### src/rtl/dac_sched_pkg.sv
// Shared types and constants for the DAC frame scheduler: FSM states, frame layout
// and the counter-width helper.
package dac_sched_pkg;

    localparam int DATA_W  = 8;
    localparam int FRAME_W = DATA_W + 3;

    typedef enum logic [2:0] {
        IDLE,
        SHIFT,
        LOAD,
        GAP,
        LDAC
    } state_t;

    // Shifted MSB first, so the address leaves the pin before RNG and data.
    typedef struct packed {
        logic [1:0]        addr;
        logic              rng;
        logic [DATA_W-1:0] data;
    } frame_t;

    // Bits needed for a counter running 0..n-1, never less than one.
    function automatic int cnt_width(input int n);
        return (n <= 2) ? 1 : $clog2(n);
    endfunction

endpackage

### src/rtl/rr_arbiter.sv
// Round-robin search: first set request at or after the pointer, wrapping.
// Purely combinational; the pointer register lives in the scheduler.
module rr_arbiter #(
    parameter int N_REQ = 4
) (
    input  logic [N_REQ-1:0] req,
    input  logic [1:0]       ptr,
    output logic [N_REQ-1:0] grant,
    output logic [1:0]       idx
);

    logic found;

    always_comb begin
        grant = '0;
        idx   = '0;
        found = 1'b0;
        for (int k = 0; k < N_REQ; k++) begin
            for (int i = 0; i < N_REQ; i++) begin
                if (!found && req[i] && (i == (int'(ptr) + k) % N_REQ)) begin
                    found    = 1'b1;
                    grant[i] = 1'b1;
                    idx      = 2'(i);
                end
            end
        end
    end

endmodule

### src/rtl/dac_frame_scheduler.sv
// Arbitrates up to four producers onto one serial DAC and sequences each frame.
// Build option DAC_LDAC_SYNC_EN: pulse LDAC once the request queue drains.
module dac_frame_scheduler
    import dac_sched_pkg::*;
#(
    parameter int N_REQ        = 4,
    parameter int CLK_DIV      = 4,
    parameter int LOAD_LOW_CYC = 2,
    parameter bit RNG_BIT      = 1'b0
) (
    input  logic                    clk,
    input  logic                    reset,
    input  logic [N_REQ-1:0]        req,
    input  logic [N_REQ*DATA_W-1:0] req_data,
    output logic [N_REQ-1:0]        ack,
    output logic                    busy,
    output logic                    dac_clk,
    output logic                    dac_data,
    output logic                    dac_load,
    output logic                    dac_ldac,
    output state_t                  fsm_state
);

    localparam int              PH_W     = cnt_width(2 * CLK_DIV);
    localparam int              LD_W     = cnt_width(LOAD_LOW_CYC);
    localparam logic [PH_W-1:0] PH_HALF  = PH_W'(CLK_DIV);
    localparam logic [PH_W-1:0] PH_LAST  = PH_W'(2 * CLK_DIV - 1);
    localparam logic [LD_W-1:0] LD_LAST  = LD_W'(LOAD_LOW_CYC - 1);
    localparam logic [3:0]      BIT_LAST = 4'(FRAME_W - 1);
    localparam logic [1:0]      PTR_LAST = 2'(N_REQ - 1);

    state_t            state, state_n;
    logic [PH_W-1:0]   phase, phase_n;
    logic [3:0]        bit_cnt, bit_n;
    logic [LD_W-1:0]   ld_cnt, ld_n;
    frame_t            shreg, shreg_n, frame_in;
    logic [1:0]        ptr, ptr_n, gidx;
    logic [N_REQ-1:0]  ack_n, grant;

    rr_arbiter #(.N_REQ(N_REQ)) u_arb (
        .req   (req),
        .ptr   (ptr),
        .grant (grant),
        .idx   (gidx)
    );

    always_comb begin
        frame_in.addr = gidx;
        frame_in.rng  = RNG_BIT;
        frame_in.data = '0;
        for (int i = 0; i < N_REQ; i++) begin
            if (gidx == 2'(i)) frame_in.data = req_data[i*DATA_W +: DATA_W];
        end
    end

    always_ff @(posedge clk or negedge reset) begin
        if (!reset) begin
            state   <= IDLE;
            phase   <= '0;
            bit_cnt <= '0;
            ld_cnt  <= '0;
            shreg   <= '0;
            ptr     <= '0;
            ack     <= '0;
        end else begin
            state   <= state_n;
            phase   <= phase_n;
            bit_cnt <= bit_n;
            ld_cnt  <= ld_n;
            shreg   <= shreg_n;
            ptr     <= ptr_n;
            ack     <= ack_n;
        end
    end

    // Handshake: req[i] is a level held with stable data until ack[i]; ack is a
    // one-cycle pulse marking the data latched, and a req still high afterwards is a new request.
    always_comb begin
        state_n = state;
        phase_n = phase;
        bit_n   = bit_cnt;
        ld_n    = ld_cnt;
        shreg_n = shreg;
        ptr_n   = ptr;
        ack_n   = '0;
        case (state)
            IDLE: begin
                if (|req) begin
                    ack_n   = grant;
                    shreg_n = frame_in;
                    ptr_n   = (gidx == PTR_LAST) ? 2'd0 : gidx + 2'd1;
                    phase_n = '0;
                    bit_n   = '0;
                    state_n = SHIFT;
                end
            end
            SHIFT: begin
                if (phase == PH_LAST) begin
                    phase_n = '0;
                    shreg_n = frame_t'({shreg[FRAME_W-2:0], 1'b0});
                    if (bit_cnt == BIT_LAST) begin
                        ld_n    = '0;
                        state_n = LOAD;
                    end else begin
                        bit_n = bit_cnt + 4'd1;
                    end
                end else begin
                    phase_n = phase + 1'b1;
                end
            end
            LOAD: begin
                if (ld_cnt == LD_LAST) begin
                    phase_n = '0;
                    state_n = GAP;
                end else begin
                    ld_n = ld_cnt + 1'b1;
                end
            end
            GAP: begin
                if (phase == PH_LAST) begin
`ifdef DAC_LDAC_SYNC_EN
                    // A pending request defers the common update until the queue drains.
                    if (req == '0) begin
                        ld_n    = '0;
                        state_n = LDAC;
                    end else begin
                        state_n = IDLE;
                    end
`else
                    state_n = IDLE;
`endif
                end else begin
                    phase_n = phase + 1'b1;
                end
            end
`ifdef DAC_LDAC_SYNC_EN
            LDAC: begin
                if (ld_cnt == LD_LAST) state_n = IDLE;
                else                   ld_n    = ld_cnt + 1'b1;
            end
`endif
            default: state_n = IDLE;
        endcase
    end

    assign busy      = (state != IDLE);
    assign dac_clk   = (state == SHIFT) && (phase < PH_HALF);
    assign dac_data  = (state == SHIFT) ? shreg[FRAME_W-1] : 1'b0;
    assign dac_load  = (state != LOAD);
    assign fsm_state = state;
`ifdef DAC_LDAC_SYNC_EN
    assign dac_ldac  = (state != LDAC);
`else
    assign dac_ldac  = 1'b0;
`endif

endmodule

### config.mk
export PLATFORM = sky130hd
export DESIGN_NAME = dac_frame_scheduler
export DESIGN_NICKNAME = d
export VERILOG_FILES = /design/src/rtl/dac_sched_pkg.sv /design/src/rtl/rr_arbiter.sv /design/src/rtl/dac_frame_scheduler.sv
export SDC_FILE = /design/constraint.sdc
export NUM_CORES = 1
export LEC_CHECK = 0
export CORE_MARGIN = 2
export CORE_UTILIZATION = 40
export DETAILED_ROUTE_END_ITERATION = 10
export GPL_ROUTABILITY_DRIVEN = 1
export PLACE_DENSITY = 0.76
export SLEW_MARGIN = 20
export SYNTH_ARGS = -nofsm -noshare
export SYNTH_HDL_FRONTEND = slang
export SYNTH_SLANG_ARGS = --single-unit
### constraint.sdc
create_clock -name clk -period 3.6 [get_ports clk]
set_input_delay 0.9 -clock clk [delete_from_list [all_inputs] [get_ports clk]]
set_output_delay 0.9 -clock clk [all_outputs]
set_load 0.01 [all_outputs]
Word-level counts from Yosys, hierarchy flattened
Index checks and enable logic that the tools add are counted.
Widths: inputs -> output; s select.
Word-level totals
  bits in registers: 28
  output and inout port bits: 12
  input port bits: 38
Operators by class
  mux-type cells: 75
  equality and inequality tests: 28
  reduce and logical (&&, ||, !) cells: 67
  order comparisons: 1
  bitwise logic cells: 3
  add/subtract/negate cells: 7
Operators with widths (count)
  $logic_not 32->1: 4
  $mux 1: 35
  $logic_and 1x1->1: 32
  $mux 8: 4
  $mux 2: 15
  $mux 3: 9
  $pmux 3 s4: 2
  $mux 11: 2
  $pmux 11 s2: 1
  $mux 4: 5
  $eq 3x3->1 const A: 6
  $logic_not 1->1: 15
  $ne 2x2->1 const B: 7
  $eq 2x3->1 const A: 3
  $pmux 4 s2: 1
  $reduce_and 4->1: 2
  $eq 3x2->1 const B: 2
  $reduce_and 3->1: 2
  $reduce_or 2->1: 3
  $reduce_and 5->1: 1
  $add 2x1->2 const B: 2
  $add 2x2->2 const B: 2
  $add 4x1->4 const B: 1
  $eq 2x2->1 const A: 2
  other kinds (19): 23

Depth between registers and ports, before layout
  depth in word-level cells: 70
  mapped depth: 12

Modules after synthesis
From an unflattened synthesis, not the netlist that was laid out.
Unflattened totals
  cell total of the unflattened synthesis: 224
  area, all modules: 1986.9 um^2
By module, submodules not included
  dac_frame_scheduler: times used 1, area an instance 1838.0 um^2, cells an instance 200
  rr_arbiter: times used 1, area an instance 148.9 um^2, cells an instance 24

Least setup slack after synthesis
No wires, ideal clock.
  path type: input to register
  start point: input req[0]
  end point: register shreg[6] in the netlist's numbering
  arrival time: 2968 ps
  buffers on the path: 2
  setup time: 126 ps
  stages: 11
  path slack: 506 ps
  path through: buf_6 nor2_1 o211a_1 a211oi_1 inv_1 ha_1 or2_2 clkbuf_1 a221oi_1 nor3_1 a221o_1
On the way
  word-level cells in the longest chain between the ends: 69
  elaborated cells on any way between the ends: 89
  classes of those cells: 4 x eq/ne; 36 x mux; 49 x reduce/logical
Ends and longest elaborated chain
  start, declared: line dac_frame_scheduler.sv:13  | input logic [N_REQ-1:0] req,
  $logic_and 1x1->1: line rr_arbiter.sv:20  | if (!found && req[i] && (i == (int'(ptr) + k) % N_REQ)) begin
  $mux 1: line rr_arbiter.sv:20
  $logic_not 1->1: line rr_arbiter.sv:20
  $logic_and 1x1->1 (2 in a row): line rr_arbiter.sv:20
  $mux 1: line rr_arbiter.sv:20
  $logic_not 1->1: line rr_arbiter.sv:20
  $logic_and 1x1->1 (2 in a row): line rr_arbiter.sv:20
  $mux 1: line rr_arbiter.sv:20
  [47 not listed]
  $mux 1: line rr_arbiter.sv:20
  $logic_not 1->1: line rr_arbiter.sv:20
  $logic_and 1x1->1 (2 in a row): line rr_arbiter.sv:20
  $mux 2: line rr_arbiter.sv:20
  $logic_not 2->1: line dac_frame_scheduler.sv:52  | if (gidx == 2'(i)) frame_in.data = req_data[i*DATA_W +: DATA_W];
  $mux 8 (4 in a row): line dac_frame_scheduler.sv:52
  $mux 11: line dac_frame_scheduler.sv:88  | if (|req) begin
  $pmux 11 s2: line dac_frame_scheduler.sv:86  | case (state)
  end signal, assigned: line dac_frame_scheduler.sv:70  | shreg <= shreg_n;
  end, declared: line dac_frame_scheduler.sv:36  | frame_t shreg, shreg_n, frame_in;
Several ways; a longest one is shown, not always the timed one. The select of a mux whose other input is x is not followed.
A chain may end at the register's enable or synchronous reset.

Worst setup path after layout
  start point: input req[0]
  end point: register shreg[3] in the netlist's numbering
Same word-level chain as after synthesis.

==> reports/results.txt <==
status: completed
Max stage delay cell, worst path: clkdlybuf4s50_1
I/O pin total: 50
final worst path period share: 92.6%
Sequential Power Share: 52.3%
routability cong.: 0.813
clock transition at the registers of the reported paths: 90 ps
deepest clock path buffer count: 2
worst vdd ir: 0.137 mV
number of port buffers: 47
clock skew: 1.64 ps
ys async rst share: 100%
Initial Util: 41.1%
TritonCTS clock tree: done
H-tree levels: 1
drt total wl: 3880 microns
hpwl dp: 2970 microns
post-synthesis sequential area ratio: 38.2%
# clock sinks: 27
Die Area: 4960 sq um
fin area: 2360 sq um
Final ANT Viol Nets: 0
DP Area: 2320 sq um
syn_area_per_cell: 9.50 sq um
# DRC: 0
row count: 24
initial antenna violation count: 0
Hold WC Path Type: flop to flop
WL/cell: 13.4 microns
Layout area overhead: 33.9%
worst flop-to-flop path endpoint: shreg[3]
leakage power total: 1.04 nW
Place WS: -42.8 ps
Synth area leader: dfrtp_1
Sw Share: 23.7%
layout cells sized above 1: 9.24%
clock latency on the worst-skew pair: 270 ps
most common cell after layout, fill and taps aside: clkdlybuf4s50_1
# diodes: 0
DIE WIDTH: 70.5 microns
Final setup viols: 0
post-cts hold buffer count: 0
crit-path cells: clkdlybuf4s50_1 > nor2_1 > o211a_1 > a211oi_1 > inv_1 > ha_1 > or2_2 > a221oi_1 > nor3_1 > a221o_1
vias per inst: 5.36
Max Cap Viol: 0
Worst Setup End Kind: flop
R2R depth: 9
Ys Warns: 0
CTS Buf Count: 3
core box area: 4290 sq um
minimum clock period: 3330 ps
post_cts resized: 0
Layout Nets: 290
WS Path Type: input port to flop
DRC marker count from the first detailed-route iteration: 71
clock root cell: clkbuf_8
Post-synth EDFFs: 0
Worst path max stage delay: 680 ps
Comb power frac: 18.2%
Int Pwr: 0.442 mW
# fillers: 382
Global Route Usage Sum: 16.7%
Setup WS post-layout: 266 ps
Crit Path Max Fanout: 9
final number of max-transition violations: 0
pin count of the biggest net entering global routing: 28
RSZ-0062 raised after global routing: no
cell count after synthesis: 186
Slew HR: 58.8%
final count of hold timing violations: 0
Most used DFF post-synth: dfrtp_1
reg-to-reg setup timing slack: 1070 ps
Synth top area share: 38.2%
first-pass GRT wire length: 6850 microns
CP startpoint: req[0]
post-CTS setup buffers: 0
vias in the first global route: 1530
die height: 70.5 microns
First-pass DRT Iterations: 4
P_sw: 0.137 mW
Slew @ Worst Pin: 612 ps
synthesized flop and latch total: 27
end of the critical path: shreg[3]
Area contributors post-synth: dfrtp_1 (38%), ha_1 (9.2%), o21ai_0 (4.0%)
Cell variety after synth: 48
grt total ovfl: 0
PwrDens: 245 nW/um^2
Clk network pwr share: 29.5%
CP arrival: 3500 ps
most frequent cells in the layout: clkdlybuf4s50_1 (47), dfrtp_1 (27), o21ai_0 (14)
RR Startpoint: ptr[0]
Mapped Area: 1770 sq um
CP required: 3760 ps
crit start category: input port
FMAX: 0.300 GHz
Vias: 1553
cell type report:
cell class                      count  area, sq um  area share, %
Clock buffer                        3         41.3           1.75
Clock inverter                      1         5.00          0.212
Inverter                           13         48.8           2.06
Multi-Input combinational cell    136          976           41.3
Sequential cell                    27          676           28.6
Tap cell                           52         65.1           2.75
Timing Repair Buffer               58          553           23.4
power by group through the flow:
stage | clock network, mW | registers (mW) | logic (mW)
after global routing | 0.193 | 0.303 | 0.116
after floorplan | 0 | 0.309 | 0.0433
final | 0.171 | 0.303 | 0.105
after global placement | 0 | 0.309 | 0.105
after CTS | 0.178 | 0.303 | 0.106
after detailed placement | 0 | 0.309 | 0.106
Yosys cell counts (all sizes together), types with 4 or more instances:
cell type	n
a21oi	6
a221o	6
a221oi	7
buf	7
clkbuf	4
dfrtp	27
ha	13
inv	13
mux2i	4
nand2	13
nor2	9
nor2b	6
nor3	7
o211ai	4
o21ai	15
o22ai	7
state kept, by name (all words and copies together), names as in the netlist:
name       count
ack            4
bit_cnt        4
fsm_state      2
ld_cnt         1
phase          3
ptr            2
shreg         11
how the worst min path moves through the flow:
stage	from	to	depth (start not counted)
after floorplan	shreg[7]	shreg[8]	1
after global placement	shreg[10]	shreg[10]	2
after CTS	shreg[7]	shreg[8]	1
after global routing	shreg[2]	shreg[3]	1
final	shreg[7]	shreg[8]	1
after detailed placement	shreg[7]	shreg[8]	1
through the flow:
stage	hold slack, ps	setup TNS (ps)	instances	util [%]	power [mW]
4_1_cts	512	0	290	55.1	0.587
3_3_place_gp	490	0	286	54.0	0.414
2_1_floorplan	466	0	187	-	0.352
5_1_grt	549	0	290	55.1	0.612
3_5_place_dp	493	-119	286	54.0	0.415
6_report	505	0	290	55.1	0.579
logic make-up (layout without fill, tap and decap cells):
logic type                 Yosys count  in the layout  share of synthesized area, %
AOI/OAI and AO/OA                   62             62                          26.3
adders and majority gates           13             13                          9.21
buffers and inverters               24             75                          6.73
DFF                                 27             27                          38.2
muxes                                7              7                          4.18
other                                1              2                         0.212
and+or+nand+nor                     52             52                          15.2
metal layers:
metal  track usage (%)  up-vias  part of all wire, %
met2              28.1       44                   47
met3              2.74        4                  4.9
met4              5.13        0                  1.0
met1              21.9      715                   47
met5                 0        -                    0
li1                  -      790                    -
critical path, delay by kind of cell:
kind | cells | cell delay (ps)
compound gates | 4 | 1050
buf+inv | 2 | 790
simple gates | 3 | 530
fa+ha+maj | 1 | 230
Power figures use the tool's default switching activity.
